<file path="config.mk">
export PLATFORM = sky130hd
export DESIGN_NAME = display_scan_mux_flat
export DESIGN_NICKNAME = d
export VERILOG_FILES = /design/src/rtl/display_scan_mux_if.sv /design/src/rtl/display_scan_mux.sv /design/src/flat_wrapper.sv
export SDC_FILE = /design/constraint.sdc
export NUM_CORES = 1
export LEC_CHECK = 0
export ABC_AREA = 1
export BUFFER_PORTS_ARGS = -buffer_cell sky130_fd_sc_hd__buf_4
export CAP_MARGIN = 20
export CORE_ASPECT_RATIO = 1.5
export CORE_MARGIN = 4
export CORE_UTILIZATION = 55
export DETAILED_ROUTE_END_ITERATION = 16
export PLACE_DENSITY = 0.85
export SLEW_MARGIN = 20
export SYNTH_ARGS = -nofsm -noshare
export SYNTH_HDL_FRONTEND = slang
export SYNTH_SLANG_ARGS = --single-unit
export TNS_END_PERCENT = 20
</file>
<file path="constraint.sdc">
create_clock -name clk -period 2.3 [get_ports clk]
set_clock_uncertainty 0.05 [all_clocks]
set_input_delay 0.23 -clock clk [delete_from_list [all_inputs] [get_ports clk]]
set_output_delay 0.23 -clock clk [all_outputs]
set_load 0.1 [all_outputs]
</file>
<file path="src/rtl/display_scan_mux_if.sv">
// Frame-data and scan-output bundle between value logic, the scan mux and
// the segment decoder / anode drivers.
interface display_scan_mux_if #(
    parameter int NUM_DIGITS = 4,
    parameter int DIGIT_W    = 4
);
    logic                            enable;
    logic                            lz_blank_en;
    logic [NUM_DIGITS*DIGIT_W-1:0]   digits;
    logic [NUM_DIGITS-1:0]           decimal_point;
    logic [NUM_DIGITS-1:0]           digit_sel;
    logic [DIGIT_W-1:0]              digit_out;
    logic                            dp_out;
    logic                            frame_done;

    modport master (
        output enable, lz_blank_en, digits, decimal_point,
        input  digit_sel, digit_out, dp_out, frame_done
    );

    modport slave (
        input  enable, lz_blank_en, digits, decimal_point,
        output digit_sel, digit_out, dp_out, frame_done
    );
endinterface

</file>
<file path="src/rtl/display_scan_mux.sv">
// Self-scanning multi-digit 7-segment multiplexer: prescaled one-hot digit
// rotation, per-frame input capture and optional leading-zero blanking.
module display_scan_mux #(
    parameter int NUM_DIGITS = 4,
    parameter int DIGIT_W    = 4,
    parameter int TICK_DIV   = 100000
) (
    input  logic               clk,
    input  logic               reset,
    display_scan_mux_if.slave  bus
);
    localparam int PW = (TICK_DIV > 1) ? $clog2(TICK_DIV) : 1;
    localparam int IW = $clog2(NUM_DIGITS);
    localparam int DW = NUM_DIGITS * DIGIT_W;
    localparam int OW = NUM_DIGITS + DIGIT_W + 1;
    localparam logic [PW-1:0] PCNT_LAST = PW'(TICK_DIV - 1);
    localparam logic [IW-1:0] IDX_LAST  = IW'(NUM_DIGITS - 1);

    typedef enum logic {IDLE, SCAN} state_t;

    state_t                state;
    logic [IW-1:0]         idx;
    logic [PW-1:0]         pcnt;
    logic [DW-1:0]         shadow_digits;
    logic [NUM_DIGITS-1:0] shadow_dp;
    logic [NUM_DIGITS-1:0] blank_vec;
    logic [NUM_DIGITS-1:0] blank_new;

    // A digit blanks only while every digit above it is blanked too, so the
    // chain is walked from the most significant digit down; digit 0 never blanks.
    function automatic logic [NUM_DIGITS-1:0] blank_calc(
        input logic            en,
        input logic [DW-1:0]   d,
        input logic [NUM_DIGITS-1:0] p
    );
        logic [NUM_DIGITS-1:0] b;
        logic                  above;
        b     = '0;
        above = 1'b1;
        for (int i = NUM_DIGITS - 1; i >= 1; i--) begin
            b[i]  = en && (d[i*DIGIT_W +: DIGIT_W] == '0) && !p[i] && above;
            above = b[i];
        end
        return b;
    endfunction

    // Packs {digit_sel, digit_out, dp_out} for slot k of a given frame.
    function automatic logic [OW-1:0] slot_view(
        input logic [IW-1:0]         k,
        input logic [DW-1:0]         d,
        input logic [NUM_DIGITS-1:0] p,
        input logic [NUM_DIGITS-1:0] b
    );
        logic [NUM_DIGITS-1:0] sel;
        logic [DIGIT_W-1:0]    dig;
        logic                  dpo;
        sel = '0;
        dig = '0;
        dpo = 1'b0;
        if (!b[k]) begin
            sel[k] = 1'b1;
            dig    = d[int'(k)*DIGIT_W +: DIGIT_W];
            dpo    = p[k];
        end
        return {sel, dig, dpo};
    endfunction

    assign blank_new = blank_calc(bus.lz_blank_en, bus.digits, bus.decimal_point);

    // Outputs are loaded from the post-edge state, so a capture edge already
    // presents slot 0 of the freshly captured frame.
    always_ff @(posedge clk) begin
        if (reset) begin
            state         <= IDLE;
            idx           <= '0;
            pcnt          <= '0;
            shadow_digits <= '0;
            shadow_dp     <= '0;
            blank_vec     <= '0;
            bus.digit_sel <= '0;
            bus.digit_out <= '0;
            bus.dp_out    <= 1'b0;
            bus.frame_done <= 1'b0;
        end else begin
            bus.frame_done <= 1'b0;
            case (state)
                IDLE: begin
                    if (bus.enable) begin
                        state         <= SCAN;
                        idx           <= '0;
                        pcnt          <= '0;
                        shadow_digits <= bus.digits;
                        shadow_dp     <= bus.decimal_point;
                        blank_vec     <= blank_new;
                        {bus.digit_sel, bus.digit_out, bus.dp_out} <=
                            slot_view('0, bus.digits, bus.decimal_point, blank_new);
                    end
                end
                SCAN: begin
                    if (!bus.enable) begin
                        state <= IDLE;
                        idx   <= '0;
                        pcnt  <= '0;
                        {bus.digit_sel, bus.digit_out, bus.dp_out} <= '0;
                    end else if (pcnt != PCNT_LAST) begin
                        pcnt <= pcnt + 1'b1;
                    end else if (idx != IDX_LAST) begin
                        pcnt <= '0;
                        idx  <= idx + 1'b1;
                        {bus.digit_sel, bus.digit_out, bus.dp_out} <=
                            slot_view(idx + 1'b1, shadow_digits, shadow_dp, blank_vec);
                    end else begin
                        pcnt           <= '0;
                        idx            <= '0;
                        shadow_digits  <= bus.digits;
                        shadow_dp      <= bus.decimal_point;
                        blank_vec      <= blank_new;
                        bus.frame_done <= 1'b1;
                        {bus.digit_sel, bus.digit_out, bus.dp_out} <=
                            slot_view('0, bus.digits, bus.decimal_point, blank_new);
                    end
                end
                default: state <= IDLE;
            endcase
        end
    end
endmodule

</file>
<file path="src/flat_wrapper.sv">
// flat-port wrapper written by rule: the top's interface ports become plain ports
module display_scan_mux_flat 
#(
    parameter int NUM_DIGITS = 4,
    parameter int DIGIT_W    = 4,
    parameter int TICK_DIV   = 100000
)
  (clk, reset, bus_enable, bus_lz_blank_en, bus_digits, bus_decimal_point, bus_digit_sel, bus_digit_out, bus_dp_out, bus_frame_done);
  display_scan_mux_if #(.NUM_DIGITS(NUM_DIGITS), .DIGIT_W(DIGIT_W)) bus_i ();
  input  logic clk;
  input  logic reset;
  input wire logic [$bits(bus_i.enable)-1:0] bus_enable;
  input wire logic [$bits(bus_i.lz_blank_en)-1:0] bus_lz_blank_en;
  input wire logic [$bits(bus_i.digits)-1:0] bus_digits;
  input wire logic [$bits(bus_i.decimal_point)-1:0] bus_decimal_point;
  output wire logic [$bits(bus_i.digit_sel)-1:0] bus_digit_sel;
  output wire logic [$bits(bus_i.digit_out)-1:0] bus_digit_out;
  output wire logic [$bits(bus_i.dp_out)-1:0] bus_dp_out;
  output wire logic [$bits(bus_i.frame_done)-1:0] bus_frame_done;
  assign bus_i.enable = bus_enable;
  assign bus_i.lz_blank_en = bus_lz_blank_en;
  assign bus_i.digits = bus_digits;
  assign bus_i.decimal_point = bus_decimal_point;
  assign bus_digit_sel = bus_i.digit_sel;
  assign bus_digit_out = bus_i.digit_out;
  assign bus_dp_out = bus_i.dp_out;
  assign bus_frame_done = bus_i.frame_done;
  display_scan_mux #(.NUM_DIGITS(NUM_DIGITS), .DIGIT_W(DIGIT_W), .TICK_DIV(TICK_DIV)) u_core (.clk(clk), .reset(reset), .bus(bus_i));
endmodule
</file>
== Yosys cells after proc, flatten, opt, wreduce, memory -nomap -nowiden ==
Cells that the tools add are included.
Storage, ports and cells
  register bits: 54
  latch bits: 0
  RAM bits: 0
  memory bits (read-only): 0
  input bits: 24
  output and inout port bits: 10
  logic and storage cells: 92
  memories kept: 0
Operators by class
  add/sub/neg operators: 2
  multipliers: 0
  divide/modulo/power cells: 0
  order comparisons: 2
  eq/ne operators: 7
  shift-type cells: 1
  multiplexer cells: 50
  bitwise logic cells: 2
  reductions and logical operators: 18
Operators with widths (number)
  $mux W4: 18
  $mux W16: 4
  $mux W17: 3
  $pmux W17 S2: 1
  $pmux W16 S2: 1
  $pmux W4 S2: 4
  $add A17 B1 Y17 const B: 1
  $ne A17 B17 Y1 const B: 1
  $shiftx A16 B5 Y4: 1
  $logic_not A4 Y1: 3
  $mux W1: 10
  $ne A2 B2 Y1 const B: 5
  $logic_and A1 B1 Y1: 9
  $mux W2: 4
  $bmux W1 S2: 2
  $pmux W2 S2: 1
  $reduce_and A4 Y1: 1
  $reduce_or A4 Y1: 1
  $logic_not A1 Y1: 3
  $lt A2 B3 Y1 const B: 1
  $ne A3 B3 Y1 const B: 1
  $add A2 B1 Y2 const B: 1
  $demux W1 S2: 1
  $ge A2 B1 Y1 const B: 1
  3 further kinds: 4

== Depth between registers and ports, before layout ==
  depth in word-level cells: 10
  gate-level depth with buffers: 12
  depth with buffers taken out: 12

== Worst setup path after synthesis ==
No wires, ideal clock.
  kind: register to register
  from: register u_core.idx[0]
  to: register u_core.bus.digit_sel[2]
  setup time: 0.065 ns
  arrival: 1.689 ns
  required time: 2.185 ns
  setup slack: 0.496 ns
  stages on the path, launching flop included: 12
  buffers on the path: 1
  period minus slack after synthesis: 1.804 ns
  path through: dfxtp_1 -> inv_1 -> clkbuf_1 -> ha_1 -> inv_1 -> nand3_1 -> nand3_1 -> inv_1 -> nand2_1 -> nand2_1 -> nand2_1 -> nor2_1
On the way
  longest elaborated chain between the ends: 10
  elaborated cells between the ends (all ways): 14
  classes of those cells: 1 x add/sub; 2 x order compare; 1 x eq/ne; 9 x mux; 1 x reduce/logical
RTL lines
  start: declaration: line display_scan_mux.sv:22  | logic [IW-1:0] idx;
  start signal: assignment: line display_scan_mux.sv:109  | idx <= idx + 1'b1;
  $add A2 B1 Y2: line display_scan_mux.sv:111  | slot_view(idx + 1'b1, shadow_digits, shadow_dp, blank_vec);
  $lt A2 B3 Y1 (implied by the code) or $ge A2 B1 Y1 (tied branches): line display_scan_mux.sv:61  | sel[k] = 1'b1;
  $logic_and A1 B1 Y1 (implied by the code): line display_scan_mux.sv:61
  $mux W1 (implied by the code): line display_scan_mux.sv:61
  $demux W1 S2
  $mux W4: line display_scan_mux.sv:60  | if (!b[k]) begin
  $mux W4 *: line display_scan_mux.sv:107  | end else if (idx != IDX_LAST) begin
  $mux W4 *: line display_scan_mux.sv:105  | end else if (pcnt != PCNT_LAST) begin
  $mux W4 *: line display_scan_mux.sv:100  | if (!bus.enable) begin
  $pmux W4 S2 *: line display_scan_mux.sv:86  | case (state)
  end signal: assignment: line display_scan_mux.sv:95  | {bus.digit_sel, bus.digit_out, bus.dp_out} <=
  end signal: assignment: line display_scan_mux.sv:110  | {bus.digit_sel, bus.digit_out, bus.dp_out} <=
  end signal: assignment: line display_scan_mux.sv:119  | {bus.digit_sel, bus.digit_out, bus.dp_out} <=
  end: declaration: line display_scan_mux_if.sv:23  | output digit_sel, digit_out, dp_out, frame_done
Every way passes the cells marked *; elsewhere a longest branch is shown, timed or not. The select of a mux whose other input is x is not followed.
A chain may end at the register's enable or synchronous reset.

== Worst setup path in the final report ==
  from: register u_core.pcnt[0]
  to: register u_core.blank_vec[2]
On the way
  longest elaborated chain between the ends: 3
RTL lines
  start: declaration: line display_scan_mux.sv:23  | logic [PW-1:0] pcnt;
  start signal: assignment: line display_scan_mux.sv:106  | pcnt <= pcnt + 1'b1;
  $ne A17 B17 Y1: line display_scan_mux.sv:105
  $ne A2 B2 Y1 (no source line)
  $reduce_and A4 Y1 (no source line)
  end signal: assignment: line display_scan_mux.sv:94  | blank_vec <= blank_new;
  end signal: assignment: line display_scan_mux.sv:117  | blank_vec <= blank_new;
  end: declaration: line display_scan_mux.sv:26  | logic [NUM_DIGITS-1:0] blank_vec;
Every way passes these cells.

==> flow_metrics.tcl <==
set metrics [dict create \
    synthMostInstantiatedCell "sky130_fd_sc_hd__nand2_1" \
    finalWeightedCongestion 0.8556 \
    floorplan.die.width_microns 66.13 \
    antenna_violation_net_count_after_detailed_routing 0 \
    endpoints_failing_hold 0 \
    slew-limit-headroom_pct 62.03 \
    synth_top_area_cell "sky130_fd_sc_hd__dfxtp_1" \
    detail_route.wirelength_microns 6664 \
    final-setup-viol-count 0 \
    yosys_warnings 0 \
    clk_latency_ns 0.31 \
    synth.lib_cells_used.distinct 28 \
    ys_dominant_reg_cell "sky130_fd_sc_hd__dfxtp_1" \
    detail_route.wl_per_cell_microns 13.17 \
    stdcell_area_sq_um 3128 \
    cts_max_path_buffers 2 \
    area_fraction_of_the_dominant_cell_type_after_synthesis_pct 38.06 \
    syn2layout_area_growth_pct 12.21 \
    worst_slew_pin_slew_ns 0.5636 \
    synthesis.instances 413 \
    timing.critical_path.from "u_core.pcnt[0]" \
    post_synth_edffs 0 \
    num_antenna_cells 0 \
    avgSynthCellArea_sq_um 6.750 \
    final_cells 506 \
    finalNetCount 469 \
    detailed_place_hpwl_microns 4889 \
    critical_path.cell_chain "ha_1 -> nand2_1 -> inv_2 -> nand2_4 -> nor2_4 -> nand3_2 -> nand2_4 -> nand2_2 -> nand2_1 -> a21oi_1" \
    postSynthNetCount 443 \
    power.density_cell_area_nw_per_um2 584.7 \
    cts_post_setup_buffers_inserted 0 \
    critPathLaunchType "register" \
    worst_ep_arrival_time_ns 1.94 \
    crit_path_max_fanout 23 \
    r2r_cells 10 \
    die_h_microns 95.20 \
    drt_iter0_drc 146 \
    ys_ff_latch 53 \
    cpLargestDelayFamily "simple AND/OR/NAND/NOR gates" \
    h_tree_depth_reported_by_cts 2 \
    totalNegativeSetupSlack_ns 0 \
    core-area_sq_um 4887 \
    holdPathStages 3 \
    timing.critical_path.depth 10 \
    critPathSlowestCell "sky130_fd_sc_hd__dfxtp_1" \
    worstPathBufferInverterCount 1 \
    detailedRoute.firstPassIterationCount 4 \
    post_dp_cell_area_sq_um 3044 \
    ports_placed_on_the_boundary 34 \
    vias_per_cell 5.409 \
    first_global_vias 2505 \
    worst_min_delay_path_class "in -> reg" \
    post-route-drc-count 0 \
    die_area_sq_um 6295 \
    fmax_ghz 0.5505 \
    required_ns 2.42 \
    vdd.ir_drop.worst_mv 0.3651 \
    path_class "reg -> reg" \
    final.min_clock_period_ns 1.817 \
    vias 2737 \
    portBuffers 33 \
    grt_antenna_before_repair 0 \
    drive_above_1_share_pct 16.59 \
    reg2reg_from "u_core.pcnt[0]" \
    grt_setup_unrepaired "no" \
    dp_cells 498 \
    grt_util_all_layers_pct 22.02 \
    reg2reg_slack_ns 0.48 \
    cellLeakagePower_uw 0.001290 \
    synth_seq_area_share_pct 38.06 \
    critical-path-max-stage-delay_ns 0.39 \
    max-cap-violations 0 \
    cts_hold_buf 0 \
    status "finished, final reports clean" \
    worst_hold_slack_ns 0.1506 \
    tritoncts_clock_tree "yes" \
    worstSetupEndpointType "register" \
    global_route.overflow_total 0 \
    grt_start_max_net_pins 41 \
    final_min_period_over_clock_period_pct 78.99 \
    path_clk_slew_ns 0.10 \
    post_cts.resized_instances 0 \
    cts-buffers-inserted 5 \
    grt_pass1_wl_microns 11010 \
    synth_common_cells "sky130_fd_sc_hd__nand2_1, sky130_fd_sc_hd__dfxtp_1, sky130_fd_sc_hd__a21oi_1, sky130_fd_sc_hd__nor2_1, sky130_fd_sc_hd__nand3_1" \
    yosys-top-cells-area "sky130_fd_sc_hd__dfxtp_1, sky130_fd_sc_hd__nand2_1, sky130_fd_sc_hd__a21oi_1, sky130_fd_sc_hd__nand3_1, sky130_fd_sc_hd__nor2_1" \
    initial_core_util_pct 57.04 \
    fp-row-count 31 \
    worstHoldStart "bus_decimal_point[3]" \
    drv_slew 0 \
    cts.sink_count 53 \
    clk_root_buffer_cell "sky130_fd_sc_hd__clkbuf_8" \
    mappedNetlistArea_sq_um 2788 \
    async_reset_ff_share_pct 0 \
]
==> power by group <==
part           switching (uW)  internal, uW
Sequential               22.1           953
Clock                     296           216
Combinational             237           105
Total                     556          1270
==> routing by layer <==
metal	share of wire [%]	track usage, %	vias up
met1	39	23.48	1270
met3	3.5	4.009	19
met2	55	41.84	61
met5	0	0	-
li1	-	-	1387
met4	2.6	8.136	0
==> path summary, 6_finish.rpt <==
check / end
worst max-delay path: u_core.blank_vec[2]
worst min-delay path: u_core.shadow_dp[3]
worst max register to register: u_core.blank_vec[2]
worst min register to register: u_core.shadow_digits[14]
==> flip-flops by register name (all words and copies together), names as in the netlist, 2 cells and up <==
| register | flops |
|---|---|
| u_core.bus.digit_sel | 4 |
| u_core.bus.digit_out | 4 |
| u_core.blank_vec | 3 |
| u_core.idx | 2 |
| u_core.shadow_digits | 16 |
| u_core.shadow_dp | 4 |
| u_core.pcnt | 17 |
==> worst reg2reg max path: stages (launching register included) <==
cell,delay (ns)
sky130_fd_sc_hd__dfxtp_1,0.39
sky130_fd_sc_hd__ha_1,0.18
sky130_fd_sc_hd__nand2_1,0.08
sky130_fd_sc_hd__inv_2,0.08
sky130_fd_sc_hd__nand2_4,0.08
sky130_fd_sc_hd__nor2_4,0.16
sky130_fd_sc_hd__nand3_2,0.11
sky130_fd_sc_hd__nand2_4,0.07
sky130_fd_sc_hd__nand2_2,0.25
sky130_fd_sc_hd__nand2_1,0.16
sky130_fd_sc_hd__a21oi_1,0.07
==> through the flow <==
stage / total power, uW / setup slack (ns) / utilization (%)
6_report: 1829 / 0.4833 / 64.00
5_1_grt: 1912 / 0.3259 / 64.00
4_1_cts: 1845 / 0.4829 / 64.00
3_5_place_dp: 1337 / 0.5490 / 62.29
3_3_place_gp: 1334 / 0.5846 / 62.29
2_1_floorplan: 1245 / 0.4958 / -
==> cells by family after synthesis <==
| family | synth area share (%) |
|---|---|
| buf+inv | 8.886 |
| compound gates | 14.45 |
| fa+ha+maj | 2.693 |
| simple gates | 35.28 |
| flops | 38.06 |
| xor+xnor | 0.6285 |
==> cells in the final DEF (no fill, tap or decap), drive strengths merged <==
cell type  netlist  final
a21oi           50     50
nand3           44     44
dfxtp           53     53
nor2            51     51
nand4            5      5
o21a             1      1
o21ai           21     21
a221oi           1      1
xor2             1      1
xnor2            1      1
nand2          110    110
clkbuf           9      7
inv             37     37
nor3             4      4
buf              9     37
clkinvlp         0      1
o22ai            5      5
ha               6      6
or2              3      3
nor4             1      1
clkinv           1      1
==> area by class of cell <==
class                           count  area, sq um
Tap cell                           66        82.58
Timing Repair Buffer               37        277.8
Clock buffer                        7        76.32
Clock inverter                      1        7.507
Fill cell                         472         1759
Inverter                           38        143.9
Multi-Input combinational cell    304         1479
Sequential cell                    53         1061
Note: power is estimated with default switching activity, not from simulation.
